--- src/rtl/fir_coeff_load_ctrl.sv ---
// Coefficient load sequencer: moves software-written tap pairs into the shadow bank
// of a double-buffered FIR coefficient RAM and swaps banks on a frame sync after commit.
//
// state   | meaning
// IDLE    | waiting for a go toggle; bank swaps may happen here
// WR_EVEN | presenting the even tap at {idx,0} until the RAM accepts it
// WR_ODD  | presenting the odd tap at {idx,1}; acceptance completes the load
module fir_coeff_load_ctrl #(
    parameter int COEF_W = 16,
    parameter int ADDR_W = 5
) (
    input  logic              user_clk,
    input  logic              user_rst,
    input  logic [31:0]       coef_reg,
    input  logic [31:0]       ctrl_reg,
    input  logic              sync_in,
    input  logic              coef_rdy,
    output logic              coef_we,
    output logic [ADDR_W:0]   coef_addr,
    output logic [COEF_W-1:0] coef_data,
    output logic              coef_bank,
    output logic              active_bank,
    output logic [31:0]       status
);

    typedef enum logic [1:0] {
        IDLE    = 2'd0,
        WR_EVEN = 2'd1,
        WR_ODD  = 2'd2
    } state_t;

    state_t              state;
    logic [1:0]          ctrl_q;
    logic                primed;
    logic [ADDR_W-1:0]   idx_q;
    logic [COEF_W-1:0]   odd_q;
    logic                commit_pending;
    logic                go_error;
    logic [15:0]         load_cnt;

    logic go_evt;
    logic commit_evt;
    logic busy;
    logic swap;
    logic ctrl_unused;

    // Toggle edges are ignored until ctrl_q holds a real post-reset sample.
    assign go_evt     = primed & (ctrl_reg[31] ^ ctrl_q[1]);
    assign commit_evt = primed & (ctrl_reg[30] ^ ctrl_q[0]);
    assign busy       = (state != IDLE);
    assign swap       = commit_pending & ~busy & sync_in;

    assign coef_bank   = ~active_bank;
    assign status      = {busy, commit_pending, go_error, 13'd0, load_cnt};
    assign ctrl_unused = ^ctrl_reg[29:ADDR_W];

    always_ff @(posedge user_clk or posedge user_rst) begin
        if (user_rst) begin
            state          <= IDLE;
            ctrl_q         <= 2'b00;
            primed         <= 1'b0;
            idx_q          <= '0;
            odd_q          <= '0;
            commit_pending <= 1'b0;
            go_error       <= 1'b0;
            load_cnt       <= 16'd0;
            active_bank    <= 1'b0;
            coef_we        <= 1'b0;
            coef_addr      <= '0;
            coef_data      <= '0;
        end else begin
            ctrl_q <= ctrl_reg[31:30];
            primed <= 1'b1;

            if (go_evt && busy)
                go_error <= 1'b1;

            // A commit arriving in the swap cycle is absorbed by that swap.
            if (swap) begin
                active_bank    <= ~active_bank;
                commit_pending <= 1'b0;
            end else if (commit_evt) begin
                commit_pending <= 1'b1;
            end

            case (state)
                IDLE: begin
                    if (go_evt) begin
                        idx_q     <= ctrl_reg[ADDR_W-1:0];
                        odd_q     <= coef_reg[COEF_W-1:0];
                        coef_we   <= 1'b1;
                        coef_addr <= {ctrl_reg[ADDR_W-1:0], 1'b0};
                        coef_data <= coef_reg[16 +: COEF_W];
                        state     <= WR_EVEN;
                    end
                end
                WR_EVEN: begin
                    if (coef_we && coef_rdy) begin
                        coef_addr <= {idx_q, 1'b1};
                        coef_data <= odd_q;
                        state     <= WR_ODD;
                    end
                end
                WR_ODD: begin
                    if (coef_we && coef_rdy) begin
                        coef_we  <= 1'b0;
                        load_cnt <= load_cnt + 16'd1;
                        state    <= IDLE;
                    end
                end
                default: begin
                    coef_we <= 1'b0;
                    state   <= IDLE;
                end
            endcase
        end
    end

endmodule

--- config.mk ---
export PLATFORM = sky130hd
export DESIGN_NAME = fir_coeff_load_ctrl
export DESIGN_NICKNAME = d
export VERILOG_FILES = /design/src/rtl/fir_coeff_load_ctrl.sv
export SDC_FILE = /design/constraint.sdc
export NUM_CORES = 1
export LEC_CHECK = 0
export CAP_MARGIN = 20
export CORE_UTILIZATION = 43
export CTS_CLUSTER_DIAMETER = 50
export CTS_CLUSTER_SIZE = 25
export DETAILED_ROUTE_END_ITERATION = 16
export GPL_ROUTABILITY_DRIVEN = 0
export GPL_TIMING_DRIVEN = 0
export HOLD_SLACK_MARGIN = 0.08
export PLACE_DENSITY = 0.8
export SETUP_SLACK_MARGIN = 0.02
export SLEW_MARGIN = 10
export SYNTH_ARGS = -nofsm -noshare
export SYNTH_HDL_FRONTEND = slang
export SYNTH_SLANG_ARGS = --single-unit
--- constraint.sdc ---
create_clock -name user_clk -period 2.35 [get_ports user_clk]
set_input_delay 0.3525 -clock user_clk [delete_from_list [all_inputs] [get_ports user_clk]]
set_output_delay 0.3525 -clock user_clk [all_outputs]
set_load 0.005 [all_outputs]
==> flow_metrics.env, run 1 <==
export IMPL_ys_types=33
export IMPL_crit_type="flip-flop to output pin"
export IMPL_core_sq_um=6830
export IMPL_grt_ovfl_total=0
export IMPL_grt_pass1_vias=2178
export IMPL_met1_length_mm=2.61
export IMPL_dieArea_sq_um=7420
export IMPL_endpoint_kind="output pin"
export IMPL_finalSetupViolCount=0
export IMPL_syn_avg_cell_area_sq_um=12.1
export IMPL_clockBufferDepth=2
export IMPL_yosysSeqAreaShare_pct=55.9
export IMPL_antenna_left=0
export IMPL_drive_gt1_share_pct=18.8
export IMPL_drt_total_wl_mm=6.24
export IMPL_clockPowerShare_pct=17.9
export IMPL_cts_tree="built"
export IMPL_nNetsFinal=431
export IMPL_sw_frac_of_total_pct=31.3
export IMPL_finalInstanceArea_sq_um=4260
export IMPL_cts_buffers=9
export IMPL_status="finished clean"
export IMPL_clock_latency_ns=0.34
export IMPL_hpwl_mm=4.55
export IMPL_crit_slowest_cell="dfrtp_1"
export IMPL_vias=2165
export IMPL_rows=30
export IMPL_dieWidth_um=86.1
export IMPL_drc_errors=0
export IMPL_slowest_delay_ns=0.46
export IMPL_critPathRequiredTime_ns=2.00
export IMPL_cp_arrival_ns=1.62
export IMPL_startpoint_type="flip-flop"
export IMPL_cts_hold_buf=0
export IMPL_cts_resized_gates=0
export IMPL_n_antenna_cell=0
export IMPL_clkTransAtPathRegs_ns=0.07
export IMPL_slew_viol_final=0
export IMPL_yosys_warnings=0
export IMPL_die_h_um=86.1
export IMPL_worstPathMaxFanout=6
export IMPL_hold_viol=0
export IMPL_power_density_nw_per_um2=1070
export IMPL_clkSinkCount=68
export IMPL_min_period_ns=1.97
export IMPL_power_frac_comb_pct=40.4
export IMPL_wl_per_cell_um=13.5
export IMPL_worst_path_buf_inv=3
export IMPL_post_cts_repair_setup_buffers=0
export IMPL_switching_power_mw=1.43
export IMPL_route_met3_wl_um=421
export IMPL_p_leak_nw=1.90
export IMPL_path_cells="nor2_4, inv_2, buf_4, clkdlybuf4s50_1"
export IMPL_top_layer="met4"
export IMPL_antenna_found_initial=0
export IMPL_ir_worst_vdd_uv=553
export IMPL_detailed_place_area_sq_um=4090
export IMPL_timing_final_crit_share_pct=83.7
export IMPL_clock_skew_ns=0.00811
export IMPL_pwr_share_seq_pct=41.7
export IMPL_met2WireLength_mm=3.12
export IMPL_via_per_inst=4.68
export IMPL_intPower_mw=3.13
export IMPL_dr_pass1_iters=4
export IMPL_io_pins=125
export IMPL_area_delta_synth_final_pct=39.8
export IMPL_grt_max_degree=43
export IMPL_htreeDepth=3
export IMPL_ys_ff_latch=68
export IMPL_final_util_pct=62.3
export IMPL_fillers=577
export IMPL_drt_initial_drc_count=47
export IMPL_crit_family="buffers and inverters"
export IMPL_syn_area_sq_um=3040
export IMPL_fmax_mhz=508
export IMPL_cts_root_buf="clkbuf_8"
export IMPL_synth_cells=252
export IMPL_grt_use_total_pct=18.1
export IMPL_rsz0062_at_grt="no"
export IMPL_start_util_pct=44.6
export IMPL_port_buffers=86
export IMPL_cap_violations=0
export IMPL_grt_pass1_wl_mm=10.2
export IMPL_min_path_type="primary input to asynchronous set/reset pin"
[kinds of logic after synthesis]
group	synth area share, %
DFF	55.9
and+or+nand+nor	10.6
muxes	15.0
buffers and inverters	7.52
AOI/OAI and AO/OA	4.85
xor gates and xnor gates	5.47
other	0.247
adders and majority gates	0.411
[state kept, by name, summed over array words and instances (netlist names), 2 cells and up]
register	flops
state	2
coef_addr	6
coef_data	16
ctrl_q	2
load_cnt	16
idx_q	5
odd_q	16
[cell type report]
type                       count  area (sq um)  share of cell area (%)
multi-input combinational    164          1160                    27.2
clock buffer                  14           153                    3.59
clock inverter                 2          10.0                   0.235
inverter                       6          25.0                   0.588
timing repair buffer          87           881                    20.7
tap                           96           120                    2.82
buffer                        26           206                    4.85
sequential                    68          1700                    40.0
[worst paths after layout]
path / slack (ns) / end / depth (start not counted) / from
max: 0.38 / status[31] / 4 / state[1]
min: 0.34 / coef_data[15] / 2 / user_rst
max reg2reg: 0.69 / coef_data[13] / 5 / state[1]
min reg2reg: 0.47 / load_cnt[15] / 1 / load_cnt[15]
max in group asynchronous: 1.49 / odd_q[4] / 3 / user_rst
min in group user_clk: 0.47 / load_cnt[15] / 1 / load_cnt[15]
[synthesized netlist by cell type (all sizes together)]
master  number  area share [%]
dfrtp       68              56
nor2        28             3.7
buf         26             6.8
mux2        22             8.1
a21oi       21             3.5
mux2i       21             6.9
nand2       13             1.6
xnor2       11             3.2
xor2         8             2.3
nand3        7             1.3
inv          6            0.74
nand4        4             1.3
and4         2            0.58
conb         2            0.25
o31ai        2            0.95
a31o         1            0.29
and2         1            0.21
and2b        1            0.25
and3         1            0.21
and4b        1            0.33
ha           1            0.41
nand2b       1            0.21
nand3b       1            0.25
nand4b       1            0.29
nor3         1            0.33
o21ai        1            0.16
[layer usage]
| layer | up-vias | GRT usage, % |
|---|---|---|
| met3 | 9 | 4.91 |
| li1 | 1041 | - |
| met2 | 76 | 30.7 |
| met1 | 1039 | 21.5 |
| met5 | - | 0 |
| met4 | 0 | 8.18 |
[cell usage in the layout (no fill, tap or decap), types with 3 or more instances in the layout]
| master | Yosys | routed |
|---|---|---|
| inv_1 | 5 | 4 |
| clkbuf_1 | 0 | 4 |
| xnor2_1 | 11 | 11 |
| conb_1 | 2 | 14 |
| buf_2 | 3 | 3 |
| nand2_1 | 13 | 13 |
| nand4_1 | 3 | 3 |
| xor2_1 | 8 | 8 |
| nor2_1 | 27 | 27 |
| nand3_1 | 6 | 6 |
| mux2_2 | 22 | 22 |
| clkbuf_8 | 0 | 10 |
| a21oi_1 | 21 | 21 |
| buf_6 | 5 | 5 |
| mux2i_1 | 21 | 21 |
| buf_4 | 18 | 18 |
| dfrtp_1 | 68 | 68 |
| clkdlybuf4s50_1 | 0 | 86 |
[power by group through the flow]
stage | clock network [mW] | logic [mW] | registers, mW
after detailed placement | 0 | 1.88 | 1.91
after floorplan | 0 | 1.05 | 1.88
after global placement | 0 | 1.82 | 1.89
after CTS | 0.841 | 1.88 | 1.89
final | 0.814 | 1.84 | 1.90
after global routing | 0.899 | 2.01 | 1.95
[through the flow]
step | std cells | worst slack (ns) | hold WS (ns) | setup TNS, ns | total power [mW]
CTS | 463 | 0.360 | 0.341 | 0 | 4.62
floorplan | 264 | 0.286 | 0.384 | 0 | 2.92
global placement | 446 | -0.849 | 0.456 | -57.47 | 3.71
global route | 463 | 0.318 | 0.364 | 0 | 4.86
detailed placement | 447 | 0.296 | 0.460 | 0 | 3.79
finish | 463 | 0.382 | 0.343 | 0 | 4.55
Power figures use the tool's default switching activity.
==> inputs of run 2 (changes only) <==
CORE_UTILIZATION = 39   (was 43)
PLACE_DENSITY = 0.77   (was 0.8)
clock period = 1.69 ns   (was 2.35 ns; I/O delays follow)
==> flow_metrics.env, run 2 (synthesis results as in run 1) <==
export IMPL_grt_use_total_pct=16.8
export IMPL_grt_pass1_vias=2288
export IMPL_sw_frac_of_total_pct=31.4
export IMPL_intPower_mw=4.42
export IMPL_slew_viol_final=0
export IMPL_final_common_cell="clkdlybuf4s50_1"
export IMPL_slew_headroom_pct=51.3
export IMPL_dieArea_sq_um=8160
export IMPL_pwr_share_seq_pct=40.7
export IMPL_fmax_mhz=616
export IMPL_antenna_found_initial=0
export IMPL_power_density_nw_per_um2=1490
export IMPL_drt_total_wl_mm=6.39
export IMPL_cp_arrival_ns=1.82
export IMPL_hpwl_mm=4.63
export IMPL_detailed_place_area_sq_um=4100
export IMPL_core_sq_um=7410
export IMPL_start_util_pct=41.1
export IMPL_min_path_type="primary input to asynchronous set/reset pin"
export IMPL_rsz0062_at_grt="yes"
export IMPL_drt_initial_drc_count=37
export IMPL_dr_pass1_iters=4
export IMPL_n_antenna_cell=0
export IMPL_grt_pass1_wl_mm=10.8
export IMPL_status="finished clean"
export IMPL_antenna_left=0
export IMPL_power_frac_comb_pct=41.5
export IMPL_cts_root_buf="clkbuf_8"
export IMPL_finalSetupViolCount=0
export IMPL_tightest_slew_ns=0.730
export IMPL_switching_power_mw=2.02
export IMPL_finalInstanceArea_sq_um=4330
export IMPL_cts_tree="built"
export IMPL_wl_per_cell_um=13.5
export IMPL_final_util_pct=58.4
export IMPL_timing_final_crit_share_pct=96.1
export IMPL_ir_worst_vdd_uv=855
export IMPL_min_period_ns=1.62
export IMPL_largestRegisters="coef_data x16, load_cnt x16, odd_q x16"
export IMPL_port_buffers=86
export IMPL_cts_buffers=9
export IMPL_via_per_inst=4.63
export IMPL_startpoint_type="flip-flop"
export IMPL_clock_skew_ns=0.00667
export IMPL_htreeDepth=3
export IMPL_nNetsFinal=437
export IMPL_clkTransAtPathRegs_ns=0.07
export IMPL_grt_ovfl_total=0
export IMPL_clockBufferDepth=2
export IMPL_grt_max_degree=37
export IMPL_fillers=635
export IMPL_rows=31
export IMPL_drc_errors=0
export IMPL_p_leak_nw=1.93
export IMPL_critPathRequiredTime_ns=1.89
export IMPL_cap_violations=0
export IMPL_vias=2183
export IMPL_clock_latency_ns=0.33
export IMPL_crit_type="flip-flop to flip-flop"
export IMPL_worstPathMaxFanout=10
export IMPL_clockPowerShare_pct=17.8
export IMPL_drive_gt1_share_pct=21.7
export IMPL_power_mw=6.44
export IMPL_hold_viol=0
export IMPL_cts_hold_buf=0
export IMPL_die_h_um=90.4
export IMPL_layout_common_cells="clkdlybuf4s50_1, dfrtp_1, nor2_1, mux2_2"
export IMPL_io_pins=125
export IMPL_dieWidth_um=90.4
export IMPL_area_delta_synth_final_pct=42.1
export IMPL_clkSinkCount=68
export IMPL_endpoint_kind="flip-flop"
## run 2: metal layers
metal / vias to the layer above / GRT usage (%) / share of wire [%]
met3: 11 / 4.04 / 4.8
met4: 0 / 7.26 / 1.6
li1: 1052 / - / -
met1: 1052 / 20.9 / 45
met5: - / 0 / 0
met2: 68 / 28.0 / 49
## run 2: path summary, 6_finish.rpt
check	slack (ns)	depth (start not counted)	to	from
max in group asynchronous	0.68	3	state[0]	user_rst
min in group user_clk	0.42	1	ctrl_q[0]	ctrl_reg[30]
worst min register to register	0.47	1	load_cnt[15]	load_cnt[15]
worst min-delay path	0.38	2	load_cnt[9]	user_rst
worst max register to register	0.07	5	coef_addr[5]	state[1]
worst max-delay path	0.07	5	coef_addr[5]	state[1]
## run 2: power by group through the flow
| stage | Sequential (mW) | Combinational, mW | Clock, mW |
|---|---|---|---|
| 2_1_floorplan | 2.61 | 1.45 | 0 |
| 3_3_place_gp | 2.63 | 2.52 | 0 |
| 3_5_place_dp | 2.66 | 2.59 | 0 |
| 4_1_cts | 2.63 | 2.67 | 1.19 |
| 5_1_grt | 2.70 | 2.92 | 1.26 |
| 6_report | 2.62 | 2.67 | 1.15 |
## run 2: what timing repair did
action	4_1_cts	5_1_grt
hold endpoints to repair	0	0
gates resized for setup	4	3
endpoints found under the setup margin	1	14
buffers inserted	3	3
pin swaps	3	1
## run 2: final cells by class
type	instances	area [sq um]	share of cell area, %
well taps	99	124	2.86
clock inverters	5	27.5	0.636
clock buffers	11	141	3.27
flip-flops and latches	68	1700	39.4
repair buffers	93	928	21.5
multi-input cells	164	1160	26.8
plain buffers	26	214	4.95
inverters	6	26.3	0.607
## run 2: critical path: stages (launching register included)
cell,delay (ns)
dfrtp_2,0.43
buf_4,0.15
nand4b_1,0.29
o31ai_4,0.18
buf_2,0.33
a21oi_1,0.11
## run 2: stage by stage
| step | setup TNS (ns) | hold slack (ns) | worst slack [ns] | std cells |
|---|---|---|---|---|
| after floorplan | 0 | 0.285 | 0.317 | 264 |
| after global placement | -16.30 | 0.457 | -0.200 | 449 |
| after detailed placement | -6.67 | 0.459 | -0.237 | 450 |
| after CTS | 0 | 0.397 | 0.0225 | 469 |
| after global routing | -0.0625 | 0.421 | -0.0299 | 472 |
| final | 0 | 0.384 | 0.0656 | 472 |
==> inputs of run 3 (changes only) <==
CORE_UTILIZATION = 43   (was 39)
PLACE_DENSITY = 0.8   (was 0.77)
clock period = 1.8 ns   (was 1.69 ns; I/O delays follow)
==> flow_metrics.env, run 3 (synthesis results as in run 1) <==
export IMPL_status="finished clean"
export IMPL_finalInstanceArea_sq_um=4300
export IMPL_cts_buffers=9
export IMPL_startpoint_type="flip-flop"
export IMPL_crit_type="flip-flop to flip-flop"
export IMPL_rows=30
export IMPL_finalSetupViolCount=0
export IMPL_switching_power_mw=1.87
export IMPL_ir_worst_vdd_uv=665
export IMPL_start_util_pct=44.6
export IMPL_intPower_mw=4.21
export IMPL_dieWidth_um=86.1
export IMPL_crit_family="simple AND/OR/NAND/NOR gates"
export IMPL_slowest_delay_ns=0.44
export IMPL_core_sq_um=6830
export IMPL_clock_skew_ns=0.00512
export IMPL_cts_tree="built"
export IMPL_sw_frac_of_total_pct=30.8
export IMPL_antenna_found_initial=0
export IMPL_drive_gt1_share_pct=20.4
export IMPL_timing_hold_ws_ns=0.398
export IMPL_endpoint_kind="flip-flop"
export IMPL_power_density_nw_per_um2=1410
export IMPL_worst_path_buf_inv=2
export IMPL_wl_per_cell_um=13.3
export IMPL_clkTransAtPathRegs_ns=0.07
export IMPL_p_leak_nw=1.92
export IMPL_pwr_share_seq_pct=40.7
export IMPL_via_per_inst=4.66
export IMPL_fillers=586
export IMPL_clock_latency_ns=0.33
export IMPL_n_antenna_cell=0
export IMPL_drt_initial_drc_count=40
export IMPL_clockBufferDepth=2
export IMPL_grt_pass1_vias=2183
export IMPL_hpwl_mm=4.47
export IMPL_cts_root_buf="clkbuf_8"
export IMPL_detailed_place_area_sq_um=4090
export IMPL_fmax_mhz=627
export IMPL_timing_final_crit_share_pct=88.6
export IMPL_grt_use_total_pct=18.2
export IMPL_grt_max_degree=36
export IMPL_largestRegisters="coef_data x16, load_cnt x16, odd_q x16"
export IMPL_antenna_left=0
export IMPL_hold_viol=0
export IMPL_slew_headroom_pct=51.3
export IMPL_r2r_slack_ns=0.20
export IMPL_nNetsFinal=433
export IMPL_worstPathMaxFanout=9
export IMPL_min_path_type="primary input to asynchronous set/reset pin"
export IMPL_vias=2160
export IMPL_path_cells="buf_4, and4b_1, buf_6, nand4_1, nor2_1, xor2_1"
export IMPL_port_buffers=86
export IMPL_crit_slowest_cell="dfrtp_2"
export IMPL_clockPowerShare_pct=19.2
export IMPL_rsz0062_at_grt="no"
export IMPL_tightest_slew_ns=0.729
export IMPL_cp_arrival_ns=1.85
export IMPL_power_mw=6.08
export IMPL_slew_viol_final=0
export IMPL_final_common_cell="clkdlybuf4s50_1"
export IMPL_min_period_ns=1.60
export IMPL_dieArea_sq_um=7420
export IMPL_cap_violations=0
export IMPL_dr_pass1_iters=3
export IMPL_htreeDepth=3
export IMPL_drt_total_wl_mm=6.17
export IMPL_area_delta_synth_final_pct=41.2
export IMPL_io_pins=125
export IMPL_critPathRequiredTime_ns=2.06
export IMPL_grt_ovfl_total=0
export IMPL_die_h_um=86.1
export IMPL_drc_errors=0
export IMPL_clkSinkCount=68
export IMPL_cts_hold_buf=0
export IMPL_grt_pass1_wl_mm=10.4
export IMPL_power_frac_comb_pct=40.1
export IMPL_layout_common_cells="clkdlybuf4s50_1, dfrtp_1, nor2_1, mux2_2"
-- run 3: path summary, 6_finish.rpt --
check | startpoint | endpoint | depth (start not counted)
setup / recovery | state[0] | load_cnt[12] | 6
hold / removal | user_rst | load_cnt[9] | 2
setup reg to reg | state[0] | load_cnt[12] | 6
hold reg to reg | load_cnt[15] | load_cnt[15] | 1
max in group asynchronous | user_rst | state[1] | 3
min in group user_clk | ctrl_reg[30] | ctrl_q[0] | 1
-- run 3: layer usage --
metal | part of all wire (%) | track usage (%) | up-vias | wire [um]
met5 | 0 | 0 | - | 0
met4 | 1.1 | 6.36 | 0 | 67
met3 | 5.0 | 4.91 | 7 | 309
met2 | 50 | 31.5 | 58 | 3080
met1 | 44 | 21.9 | 1050 | 2710
li1 | - | - | 1045 | -
-- run 3: timing repair --
item | CTS | global route
resized for setup | 3 | 0
endpoints found under the hold margin | 0 | 0
setup endpoints to repair | 1 | 0
setup buffers | 2 | 0
-- run 3: power groups by stage --
stage / Sequential [mW] / Combinational, mW / Clock, mW
after CTS: 2.48 / 2.48 / 1.19
after global placement: 2.46 / 2.37 / 0
after global routing: 2.54 / 2.64 / 1.27
after floorplan: 2.45 / 1.37 / 0
final: 2.47 / 2.44 / 1.17
after detailed placement: 2.50 / 2.43 / 0
-- run 3: per-stage QoR --
step / utilization, % / cells / setup slack, ns / setup TNS, ns
finish: 62.9 / 464 / 0.204 / 0
global route: 62.9 / 464 / 0.0711 / 0
floorplan: - / 264 / 0.427 / 0
detailed placement: 59.9 / 447 / -0.116 / -2.30
global placement: 59.6 / 446 / -0.100 / -6.27
CTS: 62.9 / 464 / 0.195 / 0
-- run 3: layout make-up --
| class | count | area (sq um) | share of cell area (%) |
|---|---|---|---|
| Sequential cell | 68 | 1700 | 39.7 |
| Multi-Input combinational cell | 164 | 1160 | 27.0 |
| Timing Repair Buffer | 89 | 895 | 20.8 |
| Buffer | 26 | 206 | 4.80 |
| Clock buffer | 14 | 183 | 4.25 |
| Tap cell | 96 | 120 | 2.79 |
| Inverter | 6 | 26.3 | 0.611 |
| Clock inverter | 1 | 5.00 | 0.116 |
-- run 3: worst register-to-register path: stages (launching register included) --
cell and delay [ns]:
dfrtp_2 0.44, buf_4 0.15, and4b_1 0.26, buf_6 0.15, nand4_1 0.19, nor2_1 0.19, xor2_1 0.15
